**config.mk**
```make
export PLATFORM = sky130hd
export DESIGN_NAME = mem_port_arbiter
export DESIGN_NICKNAME = d
export VERILOG_FILES = /design/src/rtl/mem_port_arbiter.sv
export SDC_FILE = /design/constraint.sdc
export NUM_CORES = 1
export LEC_CHECK = 0
export CELL_PAD_IN_SITES_DETAIL_PLACEMENT = 1
export CELL_PAD_IN_SITES_GLOBAL_PLACEMENT = 1
export CORE_AREA = 2 2 156 128
export CTS_CLUSTER_SIZE = 14
export DETAILED_ROUTE_END_ITERATION = 7
export DIE_AREA = 0 0 158 130
export HOLD_SLACK_MARGIN = 0.1
export PLACE_DENSITY_LB_ADDON = 0.12
export SLEW_MARGIN = 20
export SYNTH_ARGS = -nofsm -noshare
export SYNTH_HDL_FRONTEND = slang
export SYNTH_SLANG_ARGS = --single-unit
```
**constraint.sdc**
```tcl
create_clock -name clk -period 2 [get_ports clk]
set_input_delay 0.4 -clock clk [delete_from_list [all_inputs] [get_ports clk]]
set_output_delay 0.4 -clock clk [all_outputs]
set_load 0.02 [all_outputs]
```
**src/rtl/mem_port_arbiter.sv**
```systemverilog
`timescale 1ns/1ps
// mem_port_arbiter: two-master arbiter in front of a single-port, combinational-read memory.
// IDLE picks and latches one request, ACCESS drives the memory for one cycle, ack follows.
module mem_port_arbiter #(
    parameter int unsigned FIXED_PRIO = 0,
    parameter int unsigned MAX_BURST  = 8
) (
    input  logic        clk,
    input  logic        rst_n,
    input  logic        m0_req,
    input  logic        m0_we,
    input  logic [31:0] m0_addr,
    input  logic [31:0] m0_wdata,
    output logic        m0_ack,
    output logic        m0_err,
    input  logic        m1_req,
    input  logic        m1_we,
    input  logic        m1_lock,
    input  logic [31:0] m1_addr,
    input  logic [31:0] m1_wdata,
    output logic        m1_ack,
    output logic        m1_err,
    output logic [31:0] rdata,
    output logic [31:0] mem_addr,
    output logic [31:0] mem_wd,
    output logic        mem_we,
    input  logic [31:0] mem_rd,
    output logic        busy
);

    localparam int unsigned AW    = 32;
    localparam int unsigned CNT_W = 8;

    typedef enum logic {
        S_IDLE   = 1'b0,
        S_ACCESS = 1'b1
    } state_t;

    state_t           r_state;
    state_t           w_state_nxt;

    logic             r_last_grant;
    logic             r_gnt;
    logic             r_we;
    logic [AW-1:0]    r_addr;
    logic [AW-1:0]    r_wd;
    logic [AW-1:0]    r_rdata;
    logic [CNT_W-1:0] r_burst_cnt;
    logic             r_m0_ack;
    logic             r_m1_ack;
    logic             r_m0_err;
    logic             r_m1_err;

    logic [CNT_W-1:0] w_burst_nxt;
    logic [CNT_W:0]   w_burst_inc;
    logic             w_elig0;
    logic             w_elig1;
    logic             w_hold;
    logic             w_grant;
    logic             w_win;
    logic             w_access;
    logic             w_aligned;
    logic             w_wr_err;

    assign w_access    = (r_state == S_ACCESS);
    assign w_aligned   = (r_addr[1:0] == 2'b00);
    assign w_wr_err    = r_we && !w_aligned;

    // A master is not re-served in its own ack cycle.
    assign w_elig0     = m0_req && !r_m0_ack;
    assign w_elig1     = m1_req && !r_m1_ack;

    // Active burst keeps the port reserved for master 1 while it holds lock.
    assign w_hold      = m1_lock && (r_burst_cnt != '0)
                         && (r_burst_cnt < CNT_W'(MAX_BURST));
    assign w_burst_inc = (CNT_W+1)'(r_burst_cnt) + (CNT_W+1)'(1);

    // Next state and winner selection; w_win=1 means master 1.
    always_comb begin
        w_state_nxt = r_state;
        w_grant     = 1'b0;
        w_win       = 1'b0;
        case (r_state)
            S_IDLE: begin
                if (w_hold) begin
                    w_grant = w_elig1;
                    w_win   = 1'b1;
                end else if (w_elig0 && w_elig1) begin
                    w_grant = 1'b1;
                    w_win   = (FIXED_PRIO != 0) ? 1'b0 : !r_last_grant;
                end else begin
                    w_grant = w_elig0 || w_elig1;
                    w_win   = !w_elig0;
                end
                if (w_grant) begin
                    w_state_nxt = S_ACCESS;
                end
            end
            S_ACCESS: begin
                w_state_nxt = S_IDLE;
            end
            default: begin
                w_state_nxt = S_IDLE;
            end
        endcase
    end

    // Burst counter clears on reaching MAX_BURST so master 0 gets the next slot.
    always_comb begin
        w_burst_nxt = r_burst_cnt;
        if (w_grant) begin
            if (w_win && m1_lock) begin
                if (w_burst_inc >= (CNT_W+1)'(MAX_BURST)) begin
                    w_burst_nxt = '0;
                end else begin
                    w_burst_nxt = w_burst_inc[CNT_W-1:0];
                end
            end else begin
                w_burst_nxt = '0;
            end
        end
    end

    always_ff @(posedge clk or negedge rst_n) begin
        if (!rst_n) begin
            r_state <= S_IDLE;
        end else begin
            r_state <= w_state_nxt;
        end
    end

    // Request latch, completion capture and grant history.
    always_ff @(posedge clk or negedge rst_n) begin
        if (!rst_n) begin
            r_last_grant <= 1'b1;
            r_gnt        <= 1'b0;
            r_we         <= 1'b0;
            r_addr       <= '0;
            r_wd         <= '0;
            r_rdata      <= '0;
            r_burst_cnt  <= '0;
            r_m0_ack     <= 1'b0;
            r_m1_ack     <= 1'b0;
            r_m0_err     <= 1'b0;
            r_m1_err     <= 1'b0;
        end else begin
            r_m0_ack    <= 1'b0;
            r_m1_ack    <= 1'b0;
            r_m0_err    <= 1'b0;
            r_m1_err    <= 1'b0;
            r_burst_cnt <= w_burst_nxt;
            if (w_grant) begin
                r_gnt  <= w_win;
                r_we   <= w_win ? m1_we    : m0_we;
                r_addr <= w_win ? m1_addr  : m0_addr;
                r_wd   <= w_win ? m1_wdata : m0_wdata;
            end
            if (w_access) begin
                r_rdata      <= mem_rd;
                r_last_grant <= r_gnt;
                if (r_gnt) begin
                    r_m1_ack <= 1'b1;
                    r_m1_err <= w_wr_err;
                end else begin
                    r_m0_ack <= 1'b1;
                    r_m0_err <= w_wr_err;
                end
            end
        end
    end

    // Write strobe derives only from the async-reset state, so reset kills it at once.
    assign mem_we   = w_access && r_we && w_aligned;
    assign mem_addr = r_addr;
    assign mem_wd   = r_wd;
    assign busy     = w_access;
    assign rdata    = r_rdata;
    assign m0_ack   = r_m0_ack;
    assign m1_ack   = r_m1_ack;
    assign m0_err   = r_m0_err;
    assign m1_err   = r_m1_err;

endmodule

```
**Word level (Yosys, flattened, before mapping)**

Cells that the tools add are included.

- Output and inout bits: 102
- Bits in registers: 112
- ROM bits: 0
- Bits in writable memories: 0
- Memories kept: 0
- Bits in latches: 0
- Input bits: 167

- $add $sub $neg: 1
- Bitwise gates (word level): 1
- Reduce and logical (&&, ||, !) cells: 17
- Mux-type cells: 22
- Eq/ne operators: 0
- Multiply operators: 0
- Shifts and indexed selects: 0
- Divide/modulo/power cells: 0
- Magnitude comparators: 2

Operators by type and width:

| cell | number |
|---|---|
| 32-bit 2-to-1 mux | 2 |
| 1-bit 2-to-1 mux | 17 |
| 8-bit 2-to-1 mux | 2 |
| 8-bit by 1-bit adder with 9-bit output (second input constant) | 1 |
| 9-bit by 4-bit greater-or-equal comparator with 1-bit output (second input constant) | 1 |
| 1-bit logical AND | 9 |
| 8-bit by 4-bit < comparator with 1-bit output (second input constant) | 1 |
| 8-bit nonzero test | 1 |
| 1-bit logical NOT | 5 |
| 2-bit logical NOT | 1 |
| 1-bit case mux with 2 select lines | 1 |
| 1-bit logical OR | 1 |
| 1-bit NOT | 1 |

**Longest topological paths before layout**

Gate-level depths: netlist of the first run.

- Depth after elaboration: 8
- Mapped depth: 10
- Gate-level depth less buffers: 8

**Least setup slack after synthesis of the first run**

No wires, ideal clock.

- Path type: register to register
- Start point: reg r_burst_cnt[7]
- End point: reg r_wd[18] (netlist: mem_wd[18])
- Path buffers: 2
- Library setup time: 132 ps
- Arrival time: 1951 ps
- Stages on the path, launching flop included: 8
- Slack: -83 ps
- Cell sequence: dfrtp_1 -> or4b_1 -> o41a_1 -> o21ai_2 -> buf_6 -> buf_6 -> mux2i_1 -> o21ai_1

- Longest elaborated chain between the ends: 6
- Elaborated cells between the ends (all ways): 10
- Those cells by class: order compare (1); mux (6); reduce/logical (3)

RTL lines:

| what | line | source |
|---|---|---|
| start: declaration | 48 | `logic [CNT_W-1:0] r_burst_cnt;` |
| start signal: assignment | 151 | `r_burst_cnt <= w_burst_nxt;` |
| branches (longest 2 deep; another with 8-bit by 4-bit < comparator with 1-bit output) | -- |  |
| 1-bit logical AND (*) | 75 | `&& (r_burst_cnt < CNT_W'(MAX_BURST));` |
| 1-bit 2-to-1 mux | 85 | `if (w_hold) begin` |
| 1-bit 2-to-1 mux | 83 | `case (r_state)` |
| 32-bit 2-to-1 mux or 1-bit 2-to-1 mux (tied branches) | 156, 83 |  |
| end signal: assignment | 156 | `r_wd <= w_win ? m1_wdata : m0_wdata;` |
| end: declaration | 46 | `logic [AW-1:0] r_wd;` |

Every way passes the cells marked *. The select of a mux whose other input is x is not followed.
A chain may end at the register's enable or synchronous reset.

**Worst setup path after layout of the first run**

- Start point: reg r_burst_cnt[4]
- End point: reg r_wd[18] (netlist: mem_wd[18])

Same word-level chain as after synthesis.

==> out/metrics.yaml, run 1 <==
ys_warn_count: 0
area_growth_pct: 83.8
clockBufferDepth: 2
fin_util_pct: 46.5
finalHoldViolCount: 0
ant_nets: 0
ctsHtreeMaxLevel: 3
root_buffer: "clkbuf_16"
worst-setup-path-type: "flip-flop to flip-flop"
routedWlPerCell_um: 17.3
io_buffers: 268
numCtsBuffers: 9
grt_use_total_pct: 16.2
ys.flop_type: "dfrtp_1"
startpoint_type: "flip-flop"
outcome: "complete, but fails checks"
ys_ff_latch: 112
clock_skew_ns: 0.00878
wirelength_um: 17000
avgSynthCellArea_sq_um: 11.9
synthArstFlopShare_pct: 100
crit_required_ns: 2.24
critPathCaptureType: "flip-flop"
vdd_ir_drop_max_uv: 588
worst-path-max-fanout: 10
drc: 0
violations: "negative setup slack"
power.density_mw_per_mm2: 1590
critPathArrivalTime_ns: 2.54
setup_viol: 74
die_h_um: 130
ios: 269
setup_slack_ns: -0.302
cts_tree: "done"
synth-seq-area-share_pct: 57.7
vias: 4273
cts.sinks: 112
core.rowCount: 46
synth_xor_area_share_pct: 0
grt-ovfl-total: 0
min_path_type: "input pin to asynchronous set/reset pin"
grt_max_degree: 53
synthTopCellsByCount: "dfrtp_1 (111), nand2_1 (69), mux2i_1 (66)"
yosysTopAreaCell: "dfrtp_1"
core-area_sq_mm: 0.0192
layout.nets: 887
rsz0062_at_grt: "yes"
grt_pass1_vias: 4693
crit_chain: "or4b_1 -> o41a_1 -> o21ai_4 -> buf_4 -> buf_8 -> mux2i_2 -> o21ai_1"
relSlewSlack_pct: 70.0
synth_edf_count: 0
viasPerCell: 4.33
worst_pin_slew_ns: 0.450
fmax_ghz: 0.434
drt-initial-drc-count: 118
synth_top_area_share_pct: 57.1
yosys.area_share.simple_pct: 8.16
total_power_mw: 14.2
drive_gt1_share_pct: 18.5
synth_fp_nets: 579
synth_top_family_by_area: "multiplexers"
report.final.slew_viol_count: 0
max_stage_delay_ns: 0.52
synth_compound_area_share_pct: 8.21
fp.dieW_um: 158
clock_latency_ns: 0.35
synth_most_common_cell: "dfrtp_1"
post-route-min-period_ns: 2.30
synth-adder-area-share_pct: 0.515
crit_slowest_cell: "or4b_1"
grt_pass1_wl_um: 25400
synth_cells: 410
globalplace.congestion: 0.730
synthDistinctLibCells: 32
first_pass_iters: 4
synth_area_leaders: "dfrtp_1 (57%), mux2i_1 (14%), mux2_2 (7.6%)"
place_hpwl_um: 12200
drv_cap: 0
path_clk_slew_ns: 0.07
netlist_area_sq_mm: 0.00486
leakagePower_nw: 3.98
antenna_found_initial: 0
synth_mux_area_share_pct: 21.2
die_area_sq_mm: 0.0205
timing.final.crit_share_pct: 115
initial_utilization_pct: 25.3
insertedDiodeCount: 0
## critical path, delay by kind of cell (launching register included)
| kind | cells | cell delay (ns) |
|---|---|---|
| buffers and inverters | 2 | 0.34 |
| and+or+nand+nor | 1 | 0.52 |
| muxes | 1 | 0.24 |
| DFF | 1 | 0.38 |
| AOI/OAI and AO/OA | 3 | 0.69 |
## path summary, 6_finish.rpt
| path | start | endpoint | slack [ns] | cells after the start |
|---|---|---|---|---|
| worst max register to register | r_burst_cnt[4] | mem_wd[18] | -0.30 | 7 |
| min in group clk | mem_addr[6] | mem_addr[6] | 0.49 | 2 |
| worst min-delay path | rst_n | rdata[5] | 0.48 | 2 |
| max in group asynchronous | rst_n | r_last_grant | 0.90 | 3 |
| worst min register to register | mem_addr[6] | mem_addr[6] | 0.49 | 2 |
| worst max-delay path | r_burst_cnt[4] | mem_wd[18] | -0.30 | 7 |
## cell families after synthesis
family          count (synthesis)
mux                            99
flops                         112
simple gates                   92
compound gates                 74
buf+inv                        31
fa+ha+maj                       2
## repair_timing
| item | in CTS | in global routing |
|---|---|---|
| gates cloned | 5 | 6 |
| buffers inserted | 12 | 4 |
| endpoints found under the hold margin | 17 | 0 |
| pin swaps | 10 | 5 |
| resized for setup | 42 | 33 |
| hold buffers | 1 | 0 |
| endpoints found under the setup margin | 76 | 75 |
## area by class of cell
| type | count | area [sq um] |
|---|---|---|
| clock buffers | 11 | 243 |
| clock inverters | 5 | 63.8 |
| fillers | 2071 | 10300 |
| inverters | 5 | 23.8 |
| multi-input cells | 267 | 2000 |
| flip-flops and latches | 112 | 2800 |
| well taps | 264 | 330 |
| repair buffers | 323 | 3470 |
## layer usage
layer / up-vias / wire length, um / part of all wire [%] / global-route usage [%]
li1: 2032 / - / - / -
met1: 2082 / 6950 / 41 / 18.8
met2: 148 / 8430 / 49 / 28.3
met3: 11 / 1470 / 8.6 / 6.08
met4: 0 / 176 / 1.0 / 4.08
met5: - / 0 / 0 / 0
## layout by cell type (no fill, tap or decap), types with 2 or more instances in the layout
cell type | netlist | final
mux2i_1 | 66 | 57
clkinv_4 | 0 | 2
o21ai_1 | 52 | 54
buf_6 | 10 | 7
inv_6 | 0 | 2
nand2_1 | 69 | 62
nand3_1 | 2 | 2
dlygate4sd2_1 | 0 | 2
nand2_2 | 0 | 3
mux2i_4 | 0 | 3
o21ai_0 | 15 | 8
inv_1 | 4 | 4
clkbuf_16 | 0 | 14
mux2_2 | 33 | 33
nand2b_1 | 3 | 3
nor2_1 | 3 | 3
and2_4 | 0 | 5
buf_4 | 1 | 21
nand2_4 | 0 | 4
a22o_1 | 2 | 2
ha_1 | 2 | 2
buf_8 | 0 | 7
nor2b_1 | 3 | 3
mux2i_2 | 0 | 6
clkdlybuf4s50_1 | 0 | 265
dfrtp_1 | 111 | 111
o21ai_2 | 1 | 5
buf_12 | 0 | 12
buf_16 | 0 | 3
## flip-flops by register name, summed over array words and instances (netlist names)
name and flops:
m1_ack 1, r_burst_cnt 8, m1_err 1, m0_err 1, busy 1, r_gnt 1
r_last_grant 1, rdata 32, r_we 1, m0_ack 1, mem_addr 32, mem_wd 32
## power by group
part           total, mW  internal [mW]  switching, mW
clock network       1.88           1.02          0.858
logic               8.36           4.44           3.92
registers           3.96           3.35          0.613
total               14.2           8.80           5.39
## stage by stage
step | instance area, sq um | instances | TNS [ns] | hold WS, ns | setup WS, ns
floorplan | 4890 | 410 | -0.885 | 0.104 | -0.0236
global placement | 8060 | 946 | -42.05 | 0.303 | -0.656
detailed placement | 8060 | 946 | -45.40 | 0.304 | -0.707
CTS | 8720 | 980 | -16.70 | 0.480 | -0.297
global route | 8940 | 987 | -24.96 | 0.490 | -0.420
finish | 8940 | 987 | -15.98 | 0.481 | -0.302
No activity file was read; power rests on OpenSTA's default activity.
==> run 2: changes to the inputs <==
--- a/config.mk
+++ b/config.mk
@@ -7,10 +7,10 @@
 export LEC_CHECK = 0
 export CELL_PAD_IN_SITES_DETAIL_PLACEMENT = 1
 export CELL_PAD_IN_SITES_GLOBAL_PLACEMENT = 1
-export CORE_AREA = 2 2 156 128
+export CORE_AREA = 4 4 158 130
 export CTS_CLUSTER_SIZE = 14
 export DETAILED_ROUTE_END_ITERATION = 7
-export DIE_AREA = 0 0 158 130
+export DIE_AREA = 0 0 162 134
 export HOLD_SLACK_MARGIN = 0.1
 export PLACE_DENSITY_LB_ADDON = 0.12
 export SLEW_MARGIN = 20
==> out/metrics.yaml, run 2 (synthesis results as in run 1) <==
fp.dieW_um: 162  # +2.5%
clockBufferDepth: 2  # unchanged
grt_pass1_vias: 4771  # +1.7%
first_pass_iters: 4  # unchanged
violations: "negative setup slack"
drc: 0  # unchanged
numCtsBuffers: 9  # unchanged
multi_input_area_sq_mm: 0.00192  # -4.2%
final_common_cell: "clkdlybuf4s50_1"
fillers: 2017  # -2.6%
routedWlPerCell_um: 17.2  # -0.34%
setup_viol: 75  # +1.4%
drt-initial-drc-count: 107  # -9.3%
clock_latency_ns: 0.35  # about the same
viasPerCell: 4.34  # +0.36%
crit_end: "mem_wd[14]"
relSlewSlack_pct: 67.3  # -2.7 points
r2r_start: "r_burst_cnt[4]"
r2r_cells: 8  # +1
drive_gt1_share_pct: 14.5  # -4.0 points
grt_pass1_wl_um: 26400  # +4.1%
ant_nets: 0  # unchanged
power.density_mw_per_mm2: 1560  # -1.5%
vias: 4210  # -1.5%
critPathArrivalTime_ns: 2.44  # -0.10 ns
clock_skew_ns: 0.0106  # +0.00177 ns
ios: 269  # unchanged
outcome: "complete, but fails checks"
fin_util_pct: 46.0  # -0.46 points
fmax_ghz: 0.454  # +4.4%
reg2reg_to: "mem_wd[14]"
reg2reg_slack_ns: -0.20  # +0.10 ns
drv_cap: 0  # unchanged
seq_area_sq_mm: 0.00280  # unchanged
worst_pin_slew_ns: 0.491  # +0.0408 ns
wirelength_um: 16700  # -2.2%
total_power_mw: 13.5  # -4.6%
globalplace.congestion: 0.755  # +3.4%
path_clk_slew_ns: 0.08  # about the same
ctsHtreeMaxLevel: 3  # unchanged
io_buffers: 268  # unchanged
cts_tree: "done"
critPathCaptureType: "flip-flop"
finalHoldViolCount: 0  # unchanged
insertedDiodeCount: 0  # unchanged
worst-setup-path-type: "flip-flop to flip-flop"
area_growth_pct: 78.0
core.rowCount: 45  # -2.2%
grt_max_degree: 41  # -23%
crit_start: "r_burst_cnt[4]"
post-route-min-period_ns: 2.20  # -0.0969 ns
root_buffer: "clkbuf_16"
grt-ovfl-total: 0  # unchanged
timing.final.crit_share_pct: 110  # -4.8 points
worst-path-max-fanout: 5  # -5
timing.hold.ws_ns: 0.480  # -0.000798 ns
rsz0062_at_grt: "yes"
initial_utilization_pct: 25.9  # +0.56 points
report.final.slew_viol_count: 0  # unchanged
crit_required_ns: 2.24  # about the same
setup_slack_ns: -0.205  # +0.0969 ns
antenna_found_initial: 0  # unchanged
core-area_sq_mm: 0.0188  # -2.2%
layout.nets: 875  # -1.4%
min_path_type: "flip-flop to flip-flop"
leakagePower_nw: 3.86  # -3.0%
startpoint_type: "flip-flop"
die_h_um: 134  # +3.1%
die_area_sq_mm: 0.0217  # +5.7%
place_hpwl_um: 12900  # +5.7%
vdd_ir_drop_max_uv: 585  # -0.56%
cts.sinks: 112  # unchanged
mostFrequentLayoutCells: "clkdlybuf4s50_1 (265), dfrtp_1 (111), nand2_1 (69)"
grt_use_total_pct: 15.3  # -0.82 points
==> run 2: worst min path at each step <==
stage,start,to,slack (ns),cells after the start
after global routing,mem_addr[28],mem_addr[28],0.51,2
after global placement,rst_n,mem_addr[26],0.39,1
final,mem_wd[26],mem_wd[26],0.48,2
after CTS,mem_wd[1],mem_wd[1],0.49,2
after floorplan,rst_n,busy,0.10,0
after detailed placement,rst_n,mem_addr[26],0.39,1
==> run 2: area by class of cell <==
cell class	instances	area share, %
Clock inverter	5	0.737
Sequential cell	112	32.4
Inverter	5	0.217
Tap cell	258	3.73
Multi-Input combinational cell	267	22.1
Timing Repair Buffer	311	38.0
Clock buffer	11	2.80
==> run 2: per-stage QoR <==
stage	worst slack, ns	TNS [ns]	std cells	cell area [sq um]
5_1_grt	-0.323	-20.84	969	8650
2_1_floorplan	-0.0236	-0.885	410	4890
3_5_place_dp	-0.651	-43.85	942	8050
6_report	-0.205	-12.90	969	8650
3_3_place_gp	-0.623	-42.87	942	8050
4_1_cts	-0.221	-13.27	965	8590
==> run 2: routing by layer <==
metal,track usage [%],share of wire [%]
met1,18.0,40
met5,0,0
met3,6.24,9.0
met4,3.43,0.98
met2,26.5,50
==> run 2: what timing repair did <==
action,4_1_cts,5_1_grt
hold endpoints to repair,33,0
pin swaps,1,1
gates resized for setup,28,5
hold buffers,1,0
buffers inserted,4,3
cloned,3,1
setup endpoints to repair,76,75
==> run 2: report_power, final <==
group | leakage (nW) | switching, mW | internal (mW)
Combinational | 2.35 | 3.69 | 4.04
Sequential | 1.37 | 0.594 | 3.35
Clock | 0.146 | 0.856 | 1.02
Total | 3.86 | 5.14 | 8.40
==> run 2: critical path: stages, from the launching register on <==
cell and delay (ns):
dfrtp_1 0.39, or4b_1 0.53, o41a_1 0.38, o21ai_4 0.14, buf_12 0.17, buf_12 0.10
buf_16 0.11, mux2i_1 0.18, o21ai_1 0.07
